`src/rtl/en_tick_gen_pkg.sv`:
```
// Shared types and constants for the en_tick_gen enable-pulse generator.
package en_tick_gen_pkg;

    typedef enum logic [1:0] {
        IDLE = 2'd0,
        RUN  = 2'd1,
        DONE = 2'd2
    } state_t;

    localparam logic MODE_CONT  = 1'b0;
    localparam logic MODE_BURST = 1'b1;

endpackage

```
`src/rtl/en_tick_gen_tick_prescaler.sv`:
```
// Prescale counter: counts 0..div_q and flags the terminal count so the FSM knows a pulse is due.
module tick_prescaler #(
    parameter int W = 8
) (
    input  logic         clk,
    input  logic         rst_n,
    input  logic         clear,
    input  logic         advance,
    input  logic [W-1:0] div_q,
    output logic         tc
);

    logic [W-1:0] psc;

    assign tc = (psc == div_q);

    // Freezing is just "advance low": psc keeps its value so the remaining interval survives a pause.
    always_ff @(posedge clk) begin
        if (!rst_n) begin
            psc <= '0;
        end else if (clear) begin
            psc <= '0;
        end else if (advance) begin
            psc <= tc ? '0 : psc + 1'b1;
        end
    end

endmodule

```
`src/rtl/en_tick_gen.sv`:
```
// Programmable enable-pulse generator (continuous or burst) feeding nbit_counter.en.
// Optional pause input `hold` is compiled in when EN_TICK_GEN_PAUSE_EN is defined.
module en_tick_gen
    import en_tick_gen_pkg::*;
#(
    parameter int W = 8,
    parameter int B = 8
) (
    input  logic         clk,
    input  logic         rst_n,
    input  logic         start,
    input  logic         stop,
    input  logic         mode,
    input  logic [W-1:0] div,
    input  logic [B-1:0] burst_len,
`ifdef EN_TICK_GEN_PAUSE_EN
    input  logic         hold,
`endif
    output logic         en,
    output logic         busy,
    output logic         done,
    output logic [B-1:0] pulse_cnt
);

`ifndef EN_TICK_GEN_PAUSE_EN
    logic hold;
    assign hold = 1'b0;
`endif

    state_t       state;
    state_t       next_state;
    logic [W-1:0] div_q;
    logic [B-1:0] burst_q;
    logic         mode_q;

    logic         accept;
    logic         advance;
    logic         clear;
    logic         tc;
    logic         pulse_due;
    logic [B-1:0] cnt_inc;

    logic         en_d;
    logic         busy_d;
    logic         done_d;
    logic [B-1:0] cnt_d;

    assign accept    = (state == IDLE) && start && !stop;
    assign advance   = (state == RUN) && !stop && !hold;
    assign clear     = accept || ((state == RUN) && stop);
    assign pulse_due = advance && tc;
    assign cnt_inc   = pulse_cnt + 1'b1;

    tick_prescaler #(
        .W(W)
    ) u_prescaler (
        .clk    (clk),
        .rst_n  (rst_n),
        .clear  (clear),
        .advance(advance),
        .div_q  (div_q),
        .tc     (tc)
    );

    // State register; outputs are registered alongside it so busy/en/done never glitch.
    always_ff @(posedge clk) begin
        if (!rst_n) begin
            state     <= IDLE;
            en        <= 1'b0;
            busy      <= 1'b0;
            done      <= 1'b0;
            pulse_cnt <= '0;
            div_q     <= '0;
            burst_q   <= '0;
            mode_q    <= MODE_CONT;
        end else begin
            state     <= next_state;
            en        <= en_d;
            busy      <= busy_d;
            done      <= done_d;
            pulse_cnt <= cnt_d;
            if (accept) begin
                div_q   <= div;
                burst_q <= burst_len;
                mode_q  <= mode;
            end
        end
    end

    always_comb begin
        next_state = state;
        unique case (state)
            IDLE: begin
                if (accept) begin
                    next_state = ((mode == MODE_BURST) && (burst_len == '0)) ? DONE : RUN;
                end
            end
            RUN: begin
                if (stop) begin
                    next_state = IDLE;
                end else if (pulse_due && (mode_q == MODE_BURST) && (cnt_inc == burst_q)) begin
                    next_state = DONE;
                end
            end
            DONE:    next_state = IDLE;
            default: next_state = IDLE;
        endcase
    end

    // done trails the DONE state by one cycle, so the final en and the done pulse never overlap.
    always_comb begin
        en_d   = pulse_due;
        busy_d = (next_state == RUN);
        done_d = (state == DONE);
        cnt_d  = pulse_cnt;
        if (accept) begin
            cnt_d = '0;
        end else if (pulse_due) begin
            cnt_d = cnt_inc;
        end
    end

endmodule

```
`config.mk`:
```
export PLATFORM = sky130hd
export DESIGN_NAME = en_tick_gen
export DESIGN_NICKNAME = d
export VERILOG_FILES = /design/src/rtl/en_tick_gen_pkg.sv /design/src/rtl/en_tick_gen_tick_prescaler.sv /design/src/rtl/en_tick_gen.sv
export SDC_FILE = /design/constraint.sdc
export NUM_CORES = 1
export LEC_CHECK = 0
export ABC_AREA = 1
export BUFFER_PORTS_ARGS = -buffer_cell sky130_fd_sc_hd__buf_2
export CORE_MARGIN = 5
export CORE_UTILIZATION = 58
export CTS_CLUSTER_SIZE = 24
export DETAILED_ROUTE_END_ITERATION = 6
export PLACE_DENSITY = 0.85
export REMOVE_ABC_BUFFERS = 1
export SETUP_SLACK_MARGIN = 0.15
export SLEW_MARGIN = 20
export SYNTH_ARGS = -nofsm -noshare
export SYNTH_HDL_FRONTEND = slang
export SYNTH_SLANG_ARGS = --single-unit
```
`constraint.sdc`:
```
create_clock -name clk -period 4.1 [get_ports clk]
set_clock_uncertainty 0.1 [all_clocks]
set_input_delay 0.205 -clock clk [delete_from_list [all_inputs] [get_ports clk]]
set_output_delay 0.205 -clock clk [all_outputs]
set_load 0.02 [all_outputs]
```
==> reports/summary.md <==
Detailed routing
• **DRT antenna net count** 0
• **DRT Wirelength** 3940 um
• **DR vias** 1782
• **TritonRoute pass-1 iters** 4
• **DR vias/cell** 5.21
• **DRC Markers** 0
• **drt first-iter violations** 97
• **average wire length per cell after detail routing** 11.5 um

Die
• **count of pins on the block boundary** 32
• **FP Rows** 20
• **overall die area** 0.00455 mm^2
• **die width** 67.5 um
• **Die Y** 67.5 um
• **initial core utilization** 0.617
• **placeable core area** 0.00310 mm^2

Worst setup path
• **critical path fanouts, max** 25
• **Critical Path Start Type** register
• **Reg-to-Reg Start** state[1]$_SDFF_PN0_
• **data arrival time of the worst path** 2.09 ns
• **critical path, cell by cell** inv_1 > nand4_2 > inv_2 > nor2_8 > o211ai_2 > and3b_1
• **classification of the worst setup path** reg -> reg
• **maximum cell stage delay along the critical path** 0.42 ns
• **master of the slowest instance on the critical path** sky130_fd_sc_hd__nand4_2
• **register-to-register setup slack** 2.17 ns
• **data required time at the worst endpoint** 4.26 ns
• **end of the worst register-to-register path** u_prescaler.psc[5]$_SDFFE_PP0N_
• **path depth of the worst reg2reg path** 6
• **critical path capture point type** register

Cells and area
• **net count reported at finish** 320
• **Layout Area Growth over Synthesis** 13.1%
• **share of cells above drive strength 1** 0.208
• **# fillers** 294
• **final core utilization** 0.698
• **most common library cell in the layout ignoring fill and taps** sky130_fd_sc_hd__nand2_1
• **highest-count cells in the layout ignoring fill and taps** 50 x sky130_fd_sc_hd__nand2_1, 38 x sky130_fd_sc_hd__nor2_1, 38 x sky130_fd_sc_hd__dfxtp_1, 31 x sky130_fd_sc_hd__buf_2, 27 x sky130_fd_sc_hd__inv_1
• **Diodes inserted** 0

Placed design
• **Detail Placement HPWL** 3030 um
• **placer congestion estimate** 0.828
• **number of buffers added on ports** 31

Global route
• **antenna violations before repair** 0
• **Global Route Usage Sum** 0.196
• **vias in the first global route** 1620
• **grt total ovfl** 0
• **global-route wire length before repair** 6640 um
• **largest net degree at the start of global routing** 26

Synth
• **mean post-synth cell area** 7.25 um^2
• **gate count of the mapped netlist** 264
• **share of synthesized flip-flops with an asynchronous set or reset** 0
• **Post-synth top flop** sky130_fd_sc_hd__dfxtp_1
• **synthesized cell area** 0.00191 mm^2
• **distinct cell type count of the synthesized netlist** 35
• **number of synthesized flops with an enable pin** 0
• **share of synthesized area occupied by flip-flops and latches** 0.397
• **number of warning messages in the yosys log** 0
• **register bit total from synthesis** 38

Pwr
• **P_leak** 0.000933 uW
• **pwr/cell area** 318 mW/mm^2
• **worst supply voltage drop on vdd** 0.259 mV

STA
• **Slew Limit Fails** 0
• **total negative slack for setup checks** 0 ns
• **unrepaired setup endpoints after global routing** false
• **period utilisation layout** 0.471
• **final hold violations** 0
• **Worst-Margin Slew** 0.530 ns
• **final setup fails** 0
• **maximum clock rate** 518 MHz
• **Slew headroom** 0.646
• **fin crit period** 1.93 ns

Clock tree
• **PostCTS Resize Cnt** 0
• **clock latency on the worst-skew pair** 0.35 ns
• **TritonCTS Buffers** 5
• **Clock Tree Root** sky130_fd_sc_hd__clkbuf_4
• **deepest clock path buffer count** 2
• **post-CTS setup buffers** 0
• **TritonCTS clock tree** built
• **CTS HTree Levels** 2
• **number of clock sinks** 38
• **clock edge transition at the registers on the reported setup and hold paths** 0.11 ns
• **number of hold-repair buffers added at the cts stage** 2

Run
• **max-cap violations** 0

Hold path
• **number of instances on the worst hold path** 3
• **class of the tightest hold or removal check** in -> reg
• **endpoint of the worst hold path** div_q[3]$_SDFFE_PN0P_
• **hold path startpoint** div[3]

Status
• **result of the run** finished clean

-- worst max-delay path by stage --
stage,slack [ns],startpoint,cells past startpoint,to
detailed placement,2.16,stop,7,u_prescaler.psc[5]$_SDFFE_PP0N_
global route,2.00,state[1]$_SDFF_PN0_,6,u_prescaler.psc[5]$_SDFFE_PP0N_
floorplan,2.36,pulse_cnt[0]$_SDFFE_PP0N_,10,busy$_SDFF_PN0_
CTS,2.18,state[1]$_SDFF_PN0_,6,u_prescaler.psc[5]$_SDFFE_PP0N_
finish,2.17,state[1]$_SDFF_PN0_,6,u_prescaler.psc[5]$_SDFFE_PP0N_
global placement,2.20,stop,7,u_prescaler.psc[5]$_SDFFE_PP0N_
-- per-layer routing --
metal  GRT usage  wire length, um  vias up
met5           0                0        -
met4      0.0810               72        0
met3      0.0582              274        8
met2       0.335             1880       53
met1       0.228             1720      802
li1            -                -      919
-- worst max-delay path: cells and delay by family (launching register included) --
family / cells / cell delay (ns)
simple gates: 3 / 0.70
buf+inv: 2 / 0.52
flops: 1 / 0.35
compound gates: 1 / 0.16
-- cells in the mapped netlist (3+ instances only) --
master / number / share of area
sky130_fd_sc_hd__a21oi_1: 17 / 0.044
sky130_fd_sc_hd__clkbuf_1: 4 / 0.0078
sky130_fd_sc_hd__xor2_1: 4 / 0.018
sky130_fd_sc_hd__inv_1: 27 / 0.053
sky130_fd_sc_hd__dfxtp_1: 38 / 0.40
sky130_fd_sc_hd__nand2_1: 50 / 0.098
sky130_fd_sc_hd__o21ai_0: 19 / 0.050
sky130_fd_sc_hd__nand3_1: 13 / 0.034
sky130_fd_sc_hd__inv_2: 6 / 0.012
sky130_fd_sc_hd__nand4_1: 5 / 0.016
sky130_fd_sc_hd__xnor2_1: 4 / 0.018
sky130_fd_sc_hd__nor3_1: 4 / 0.010
sky130_fd_sc_hd__nor2_1: 38 / 0.075
sky130_fd_sc_hd__nor2_4: 3 / 0.018
sky130_fd_sc_hd__o21ai_1: 3 / 0.0078
-- final cells by class --
class | count | area (um^2) | area share
Multi-Input combinational cell | 185 | 982 | 0.453
Sequential cell | 38 | 761 | 0.351
Timing Repair Buffer | 33 | 175 | 0.0809
Inverter | 34 | 133 | 0.0612
Clock buffer | 7 | 55.1 | 0.0254
Tap cell | 44 | 55.1 | 0.0254
Clock inverter | 1 | 5.00 | 0.00231
-- logic make-up (layout without fill, tap and decap cells) --
family / after synthesis / count (layout) / synth area share
buffers and inverters: 41 / 75 / 0.0895
adder cells (fa/ha/maj): 2 / 2 / 0.0131
AND/OR/NAND/NOR: 130 / 130 / 0.331
flip-flops: 38 / 38 / 0.397
XOR/XNOR: 8 / 8 / 0.0366
AO/OA/AOI/OAI: 45 / 45 / 0.133
-- sequential cells by signal (all words and copies together), names as in the netlist --
register,count
busy,1
burst_q,8
pulse_cnt,8
state,2
done,1
en,1
div_q,8
u_prescaler.psc,8
mode_q,1
-- per-stage QoR --
stage / cells / instance area [um^2] / hold slack, ns / total power [uW] / setup WS (ns)
6_report: 342 / 2170 / 0.0130 / 688 / 2.17
5_1_grt: 342 / 2170 / 0.0150 / 721 / 2.00
4_1_cts: 342 / 2170 / 0.00586 / 690 / 2.18
3_5_place_dp: 332 / 2090 / 0.338 / 488 / 2.16
3_3_place_gp: 332 / 2090 / 0.335 / 485 / 2.20
2_1_floorplan: 257 / 1880 / 0.228 / 459 / 2.36
-- power by group --
group	internal, uW	switching [uW]
sequential	384	10.4
clock	83.1	123
combinational	33.7	53.4
total	501	187
(Power assumes the default switching activity.)
